**src/rtl/mul2x2_seq_scheduler_pkg.sv**
```systemverilog
// ---------------------------------------------------------------------------
// mulsched_pkg
// Shared definitions for the 2x2-core sequencing multiplier.
//   state_t : controller states (IDLE, RUN, DONE)
//   CORE_W  : digit width handled by the external core (2 bits)
//   digits  : number of CORE_W-bit digits in an operand of a given width
// ---------------------------------------------------------------------------
package mulsched_pkg;

   localparam int CORE_W = 2;

   typedef enum logic [1:0] {
      IDLE = 2'd0,
      RUN  = 2'd1,
      DONE = 2'd2
   } state_t;

   function automatic int digits(input int width);
      return width / CORE_W;
   endfunction

endpackage

```
**src/rtl/mul2x2_seq_scheduler_if.sv**
```systemverilog
// ---------------------------------------------------------------------------
// mul2x2_seq_scheduler_if
// Operand/result handshake bundle of the sequencing multiplier.
//   in_valid/in_ready/a/b : operand pair from the source
//   out_valid/out_ready/p : completed product to the consumer
// Modports: master = operand source / result consumer, slave = scheduler.
// ---------------------------------------------------------------------------
interface mul2x2_seq_scheduler_if #(
   parameter int WIDTH = 8
);

   logic                 in_valid;
   logic                 in_ready;
   logic [WIDTH-1:0]     a;
   logic [WIDTH-1:0]     b;
   logic                 out_valid;
   logic                 out_ready;
   logic [2*WIDTH-1:0]   p;

   modport master (
      output in_valid, a, b, out_ready,
      input  in_ready, out_valid, p
   );

   modport slave (
      input  in_valid, a, b, out_ready,
      output in_ready, out_valid, p
   );

endinterface

```
**src/rtl/mul2x2_seq_scheduler_counter.sv**
```systemverilog
// ---------------------------------------------------------------------------
// mul_digit_counter
// Nested (i,j) digit-pair counter: j is the inner index, i the outer one.
// Ports:
//   clk, rst_n : clock, asynchronous active-low reset
//   clear      : return both indices to 0 (wins over enable)
//   enable     : advance to the next digit pair
//   i, j       : current digit indices
//   last       : current pair is (K-1, K-1)
// ---------------------------------------------------------------------------
module mul_digit_counter #(
   parameter int K     = 4,
   parameter int IDX_W = 2
) (
   input  logic             clk,
   input  logic             rst_n,
   input  logic             clear,
   input  logic             enable,
   output logic [IDX_W-1:0] i,
   output logic [IDX_W-1:0] j,
   output logic             last
);

   localparam logic [IDX_W-1:0] LAST_IDX = IDX_W'(K - 1);

   // Walk j across a full row of b digits before moving i to the next
   // digit of a; both wrap after the final pair so the counter is left
   // in a clean state even if it is not cleared.
   always_ff @(posedge clk or negedge rst_n) begin
      if (!rst_n) begin
         i <= '0;
         j <= '0;
      end else if (clear) begin
         i <= '0;
         j <= '0;
      end else if (enable) begin
         if (j == LAST_IDX) begin
            j <= '0;
            if (i == LAST_IDX) begin
               i <= '0;
            end else begin
               i <= i + 1'b1;
            end
         end else begin
            j <= j + 1'b1;
         end
      end
   end

   assign last = (i == LAST_IDX) && (j == LAST_IDX);

endmodule

```
**src/rtl/mul2x2_seq_scheduler.sv**
```systemverilog
// ---------------------------------------------------------------------------
// mul2x2_seq_scheduler
// Computes a WIDTH x WIDTH unsigned product by feeding every pair of 2-bit
// operand digits through one external combinational 2x2 multiplier core,
// one pair per cycle, and shift-accumulating the 4-bit partial products.
// Ports:
//   clk, rst_n : clock, asynchronous active-low reset
//   bus        : operand/result handshake (slave side)
//   core_a     : digit of a presented to the core (0 outside RUN)
//   core_b     : digit of b presented to the core (0 outside RUN)
//   core_p     : product returned by the core
// Parameters:
//   WIDTH      : operand width, even and >= 2
//   SKIP_ZERO  : 1 = a zero operand returns 0 without using the core
// ---------------------------------------------------------------------------
module mul2x2_seq_scheduler
   import mulsched_pkg::*;
#(
   parameter int WIDTH     = 8,
   parameter int SKIP_ZERO = 1
) (
   input  logic                        clk,
   input  logic                        rst_n,
   mul2x2_seq_scheduler_if.slave       bus,
   output logic [CORE_W-1:0]           core_a,
   output logic [CORE_W-1:0]           core_b,
   input  logic [2*CORE_W-1:0]         core_p
);

   localparam int K     = digits(WIDTH);
   localparam int IDX_W = (K > 1) ? $clog2(K) : 1;
   localparam int PW    = 2 * WIDTH;

   state_t              state;
   logic [WIDTH-1:0]    a_r;
   logic [WIDTH-1:0]    b_r;
   logic [PW-1:0]       acc;
   logic [PW-1:0]       p_r;
   logic                out_valid_r;
   logic [PW-1:0]       term;
   logic [IDX_W-1:0]    dig_i;
   logic [IDX_W-1:0]    dig_j;
   logic                dig_last;
   logic                in_ready_c;
   logic                accept;
   logic                zero_skip;

   // The block can take a new pair when idle, or when the finished result
   // is being handed off this very cycle, so back-to-back jobs lose no cycle.
   assign in_ready_c = (state == IDLE) || ((state == DONE) && bus.out_ready);
   assign accept     = bus.in_valid && in_ready_c;
   assign zero_skip  = (SKIP_ZERO != 0) && ((bus.a == '0) || (bus.b == '0));

   assign bus.in_ready  = in_ready_c;
   assign bus.out_valid = out_valid_r;
   assign bus.p         = p_r;

   mul_digit_counter #(
      .K     (K),
      .IDX_W (IDX_W)
   ) u_counter (
      .clk    (clk),
      .rst_n  (rst_n),
      .clear  (accept),
      .enable (state == RUN),
      .i      (dig_i),
      .j      (dig_j),
      .last   (dig_last)
   );

   // Present the current digit pair to the core only while running, and
   // weight its product by the combined digit position 2*(i+j).
   always_comb begin
      core_a = '0;
      core_b = '0;
      if (state == RUN) begin
         core_a = a_r[CORE_W*int'(dig_i) +: CORE_W];
         core_b = b_r[CORE_W*int'(dig_j) +: CORE_W];
      end
      term = PW'(core_p) << (CORE_W * (int'(dig_i) + int'(dig_j)));
   end

   // Controller and accumulator. An accept (only possible from IDLE or from
   // DONE during the output handshake) always restarts the job; otherwise
   // RUN accumulates one partial product per cycle and DONE holds the
   // result until the consumer takes it. p keeps its value back in IDLE.
   always_ff @(posedge clk or negedge rst_n) begin
      if (!rst_n) begin
         state       <= IDLE;
         a_r         <= '0;
         b_r         <= '0;
         acc         <= '0;
         p_r         <= '0;
         out_valid_r <= 1'b0;
      end else if (accept) begin
         a_r <= bus.a;
         b_r <= bus.b;
         acc <= '0;
         if (zero_skip) begin
            state       <= DONE;
            p_r         <= '0;
            out_valid_r <= 1'b1;
         end else begin
            state       <= RUN;
            out_valid_r <= 1'b0;
         end
      end else begin
         case (state)
            RUN: begin
               acc <= acc + term;
               if (dig_last) begin
                  p_r         <= acc + term;
                  out_valid_r <= 1'b1;
                  state       <= DONE;
               end
            end
            DONE: begin
               if (bus.out_ready) begin
                  out_valid_r <= 1'b0;
                  state       <= IDLE;
               end
            end
            default: begin
            end
         endcase
      end
   end

endmodule

```
**src/flat_wrapper.sv**
```systemverilog
// flat-port wrapper written by rule: the top's interface ports become plain ports
module mul2x2_seq_scheduler_flat import mulsched_pkg::*;
#(
   parameter int WIDTH     = 8,
   parameter int SKIP_ZERO = 1
)
  (clk, rst_n, core_a, core_b, core_p, bus_in_valid, bus_a, bus_b, bus_out_ready, bus_in_ready, bus_out_valid, bus_p);
  mul2x2_seq_scheduler_if #(.WIDTH(WIDTH)) bus_i ();
  input  logic clk;
  input  logic rst_n;
  output logic [CORE_W-1:0] core_a;
  output logic [CORE_W-1:0] core_b;
  input  logic [2*CORE_W-1:0] core_p;
  input wire logic [$bits(bus_i.in_valid)-1:0] bus_in_valid;
  input wire logic [$bits(bus_i.a)-1:0] bus_a;
  input wire logic [$bits(bus_i.b)-1:0] bus_b;
  input wire logic [$bits(bus_i.out_ready)-1:0] bus_out_ready;
  output wire logic [$bits(bus_i.in_ready)-1:0] bus_in_ready;
  output wire logic [$bits(bus_i.out_valid)-1:0] bus_out_valid;
  output wire logic [$bits(bus_i.p)-1:0] bus_p;
  assign bus_i.in_valid = bus_in_valid;
  assign bus_i.a = bus_a;
  assign bus_i.b = bus_b;
  assign bus_i.out_ready = bus_out_ready;
  assign bus_in_ready = bus_i.in_ready;
  assign bus_out_valid = bus_i.out_valid;
  assign bus_p = bus_i.p;
  mul2x2_seq_scheduler #(.WIDTH(WIDTH), .SKIP_ZERO(SKIP_ZERO)) u_core (.clk(clk), .rst_n(rst_n), .bus(bus_i), .core_a(core_a), .core_b(core_b), .core_p(core_p));
endmodule
```
**config.mk**
```make
export PLATFORM = sky130hd
export DESIGN_NAME = mul2x2_seq_scheduler_flat
export DESIGN_NICKNAME = d
export VERILOG_FILES = /design/src/rtl/mul2x2_seq_scheduler_pkg.sv /design/src/rtl/mul2x2_seq_scheduler_if.sv /design/src/rtl/mul2x2_seq_scheduler_counter.sv /design/src/rtl/mul2x2_seq_scheduler.sv /design/src/flat_wrapper.sv
export SDC_FILE = /design/constraint.sdc
export NUM_CORES = 1
export LEC_CHECK = 0
export CAP_MARGIN = 5
export CORE_AREA = 2 2 96 98
export CTS_CLUSTER_DIAMETER = 50
export DETAILED_ROUTE_END_ITERATION = 10
export DIE_AREA = 0 0 98 100
export DONT_BUFFER_PORTS = 1
export PLACE_DENSITY_LB_ADDON = 0.25
export SLEW_MARGIN = 15
export SYNTH_ARGS = -nofsm -noshare
export SYNTH_HDL_FRONTEND = slang
export SYNTH_SLANG_ARGS = --single-unit
```
**constraint.sdc**
```tcl
create_clock -name clk -period 6.6 [get_ports clk]
set_input_delay 1.32 -clock clk [delete_from_list [all_inputs] [get_ports clk]]
set_output_delay 1.32 -clock clk [all_outputs]
set_load 0.1 [all_outputs]
```
After elaboration in Yosys (flattened, before gate mapping)
Index checks and enable logic that the tools add are counted.
- register bits after elaboration: 55
- logic and storage cells: 62
- output and inout bits: 22
- input port bits: 24
- eq/ne operators: 7
- reduce and logical (&&, ||, !) cells: 15
- shift-type cells: 3
- add/sub/neg operators: 4
- muxes and demuxes: 25
- operators by type and width (operator ; number):
    two-way mux 16 bit ; 6
    << shifter 4 x 32 -> 16 bit ; 1
    two-way mux 2 bit ; 13
    adder 16 bit ; 1
    logical NOT 8 bit ; 2
    variable part select 8 x 4 -> 2 bit ; 2
    == test 2 bit, second input constant ; 3
    AND reduction 3 bit ; 2
    nonzero test 2 bit ; 3
    adder 2 x 1 -> 2 bit, second input constant ; 2
    two-way mux 1 bit ; 4
    one-hot mux 2 bit (2 select lines) ; 1
    adder 2 x 2 -> 3 bit ; 1
    logical AND 1 bit ; 3
    inequality test 3 x 1 -> 1 bit, second input constant ; 1
    inequality test 3 x 2 -> 1 bit, second input constant ; 1
    nonzero test 3 bit ; 1
    == test 2 x 1 -> 1 bit, second input constant ; 1
    logical NOT 2 bit ; 1
    logical OR 1 bit ; 2
    inequality test 2 bit, second input constant ; 1
    one-hot mux 1 bit (2 select lines) ; 1
    AND reduction 2 bit ; 1

Depth between registers and ports, before layout
- depth after elaboration: 6
- gate-level depth with buffers: 15
- depth with buffers taken out: 14

By module
From an unflattened synthesis, not the netlist that was laid out.
- cell total of the unflattened synthesis: 371
- area, all modules: 3264.4 µm²
- by module, submodules not included (module ; sequential area each (µm²) ; cells an instance ; area an instance (µm²) ; times used):
    mul2x2_seq_scheduler ; 1251.2 ; 353 ; 3049.2 ; 1
    mul_digit_counter ; 100.1 ; 18 ; 215.2 ; 1

Least setup slack after synthesis
No wires, ideal clock.
- path type: flip-flop to output port
- start point: register u_core.state[1]
- end point: output port core_a[0]
- arrival: 2.210 ns
- path buffers: 1
- path slack: 3.070 ns
- cell stages (with the launch flop): 5
- path through: dfrtp_1 > inv_1 > ha_1 > clkbuf_1 > and2_1
- longest elaborated chain between the ends: 2
- RTL lines (what ; RTL line ; text):
    from (decl) ; mul2x2_seq_scheduler.sv:34 ; state_t state;
    from (signal assigned) ; mul2x2_seq_scheduler.sv:89 ; state <= IDLE;
    from (signal assigned) ; mul2x2_seq_scheduler.sv:100 ; state <= DONE;
    from (signal assigned) ; mul2x2_seq_scheduler.sv:104 ; state <= RUN;
    == test 2 x 1 -> 1 bit ; mul2x2_seq_scheduler.sv:76 ; if (state == RUN) begin
    two-way mux 2 bit ; mul2x2_seq_scheduler.sv:76 ;
    to (decl) ; flat_wrapper.sv:11 ; output logic [CORE_W-1:0] core_a;
Every way passes these cells.

Worst setup path after layout
- start point: register u_core.state[1]
- end point: register u_core.p_r[9] (netlist: u_core.bus.p[9])
- longest elaborated chain between the ends: 6
- RTL lines (what ; RTL line ; text):
    == test 2 bit ; mul2x2_seq_scheduler.sv:50 ; assign in_ready_c = (state == IDLE) || ((state == DONE) && bus.out_ready);
    logical AND 1 bit ; mul2x2_seq_scheduler.sv:50 ;
    logical OR 1 bit (*) ; mul2x2_seq_scheduler.sv:50 ;
    via bus_in_ready ; flat_wrapper.sv:18 ; output wire logic [$bits(bus_i.in_ready)-1:0] bus_in_ready;
    logical AND 1 bit (*) ; mul2x2_seq_scheduler.sv:51 ; assign accept = bus.in_valid && in_ready_c;
    inequality test 2 bit (no source line) / nonzero test 2 bit (equally long branches) ; - ;
    AND reduction 3 bit (no source line) ; - ;
    to (signal assigned) ; mul2x2_seq_scheduler.sv:112 ; p_r <= acc + term;
    to (decl) ; mul2x2_seq_scheduler.sv:38 ; logic [PW-1:0] p_r;
The timed path passes the listed nets; every way through them passes the cells marked *.
A chain may end at the register's enable or synchronous reset.

==> metrics <==
Reg-to-Reg Start=u_core.state[1]; R2R depth=8; Post-synth top flop=dfrtp_1; fraction of layout cells with a size suffix above 1=7.672%; # diodes=0; VDD IR max=0.07777 mV; commonest non-fill, non-tap cell in the layout=nand2_1; Placer Congestion=0.8170; most frequent cells in the layout=nand2_1, dfrtp_1, nor2_1; Min-Delay Startpoint=u_core.a_r[2]; Vias=2624; CTS Hold Buffers Added=0; CP startpoint kind=flop; Mapped Cells=389; crit share post-route=62.83%; CP max-delay cell=dfrtp_1; Lkg Pwr=1.635 nW; Layout Cells excl Fill=489; clk sink count=54; Setup WS post-layout=2.453 ns; design area=0.003585 mm^2; Max Cap Violations=0; Syn Area/Cell=8.848 um^2; Yosys reg bits=54; Netlist Area Pre-Place=0.003442 mm^2; area delta synth->final=4.144%; dominant cell type by area after synthesis=dfrtp_1; Crit Path Max Fanout=32; Async SR Flop Fraction=100.0%; Final Max Slew Viols=0; Distinct cells, synth=51; Pwr Total=534.5 uW; GRT Util Overall=16.50%; WP buf/inv=1; routed len/inst=16.17 um; number of I/O pins=46; Power Dens Cells=149.1 mW/mm^2; IO buf count=0; WHS=0.4848 ns; worst setup path startpoint=u_core.state[1]; Starting DRT DRC Count=131; Highest Clock Rate=0.2412 GHz; Setup crit end=u_core.bus.p[9]; CTS tree=done; reg2reg end=u_core.bus.p[9]; crit path capture type=flop; RSZ-0062 raised after global routing=no; Net count, final=424; worst path required time=6.83 ns; Final Util=40.32%; Hold Crit Class=flop to flop; core area=0.008890 mm^2; sequential fraction of the synthesis area=39.26%; final WL=7906 um; global-route wire length before repair=13030 um; count of final setup violators=0; Die Ht=100 um; H-tree levels=2; Post-Place Setup Slack=2.394 ns; CTS resizes=0; # Post-CTS Setup Buffers=0; critical path type=flop to flop; drt drc=0; Initial Util=38.72%; clock skew=0.006957 ns; largest net degree at the start of global routing=55; Top cell by count, worst path=nand2_1; Crit path largest cell delay=0.96 ns; clk_lat worst skew=0.31 ns; Synth Net Count=436; worst-path cell chain=inv_1 -> ha_1 -> a21o_1 -> nand2_1 -> a21oi_1 -> nor2_2 -> nand2_1 -> o31ai_2; Max Root-Sink Buffers=2; first-pass detailed-route iteration total=4; Die ar.=0.009800 mm^2; die width=98 um; vias in the first global route=2616; status=complete, no violations; initial antenna violation count=0; number of synthesized flops with an enable pin=0; final hold vios=0; dpl hpwl=5789 um; gr ovfl total=0; Worst EP arrival=4.37 ns; final critical-path required period=4.147 ns; Crit path max-delay family=simple AND/OR/NAND/NOR gates; placed inst area=0.003495 mm^2; R2R setup slack=2.45 ns; synth top area cells=dfrtp_1, nand2_1, ha_1; vias per cell=5.366; Worst-path clk slew=0.10 ns; ANT nets after route=0; Site Rows=35; yosys warns=0; Slew HR=31.86%; Crit path depth=8; Placed Instances=481; Root Driver=clkbuf_8; Num CTS Buffers=5; Setup TNS Final=0 ns; Worst Max-Slew Pin Slew=1.021 ns; Synth top area share=39.26%
[sequential cells by signal (all words and copies together), names as in the netlist]
| signal | flops |
|---|---|
| u_core.b_r | 8 |
| u_core.bus.p | 16 |
| u_core.u_counter.j | 2 |
| u_core.acc | 16 |
| u_core.a_r | 8 |
| u_core.state | 2 |
| u_core.u_counter.i | 2 |
[power by group]
group / internal (mW) / switching (mW) / leakage (nW)
sequential: 0.331 / 0 / 0.687
combinational: 0.00517 / 0.00772 / 0.904
clock: 0.0750 / 0.116 / 0.0441
[how the worst min path moves through the flow]
stage,slack (ns),depth (start not counted),endpoint
global placement,0.46,2,u_core.a_r[0]
finish,0.48,2,u_core.a_r[2]
floorplan,0.44,2,u_core.a_r[4]
detailed placement,0.46,2,u_core.a_r[2]
global route,0.52,2,u_core.a_r[1]
CTS,0.49,2,u_core.a_r[2]
[kinds of logic after synthesis]
kind of cell	count (synthesis)	share of synthesized area, %
compound gates	79	15.09
xor+xnor	13	3.308
fa+ha+maj	23	8.797
buf+inv	34	4.362
flops	54	39.26
mux	17	6.398
simple gates	169	22.79
[cell type report]
type / instances / area, um^2
fill: 917 / 5305
tap: 111 / 138.9
clock inverter: 3 / 21.27
multi-input combinational: 301 / 1941
timing repair buffer: 2 / 15.01
sequential: 54 / 1351
inverter: 13 / 48.80
clock buffer: 5 / 68.82
[Yosys cell counts, drive strengths merged, types with 8 or more instances]
cell type / n
and2: 9
ha: 21
xnor2: 9
o21ai: 23
nand2: 87
buf: 13
nor2: 26
nand3: 8
inv: 13
dfrtp: 54
a21oi: 23
mux2i: 13
clkbuf: 8
nand2b: 13
[layer usage]
| metal | track usage (%) | share of wire [%] |
|---|---|---|
| met2 | 28.08 | 48 |
| met4 | 5.021 | 1.8 |
| met3 | 3.552 | 5.4 |
| met1 | 21.21 | 45 |
| met5 | 0 | 0 |
[worst register-to-register path, delay by kind of cell (launching register included)]
kind / cells / cell delay [ns]
simple gates: 3 / 1.90
flops: 1 / 0.96
compound gates: 3 / 0.75
fa+ha+maj: 1 / 0.26
buf+inv: 1 / 0.20
Note: power is estimated with default switching activity, not from simulation.
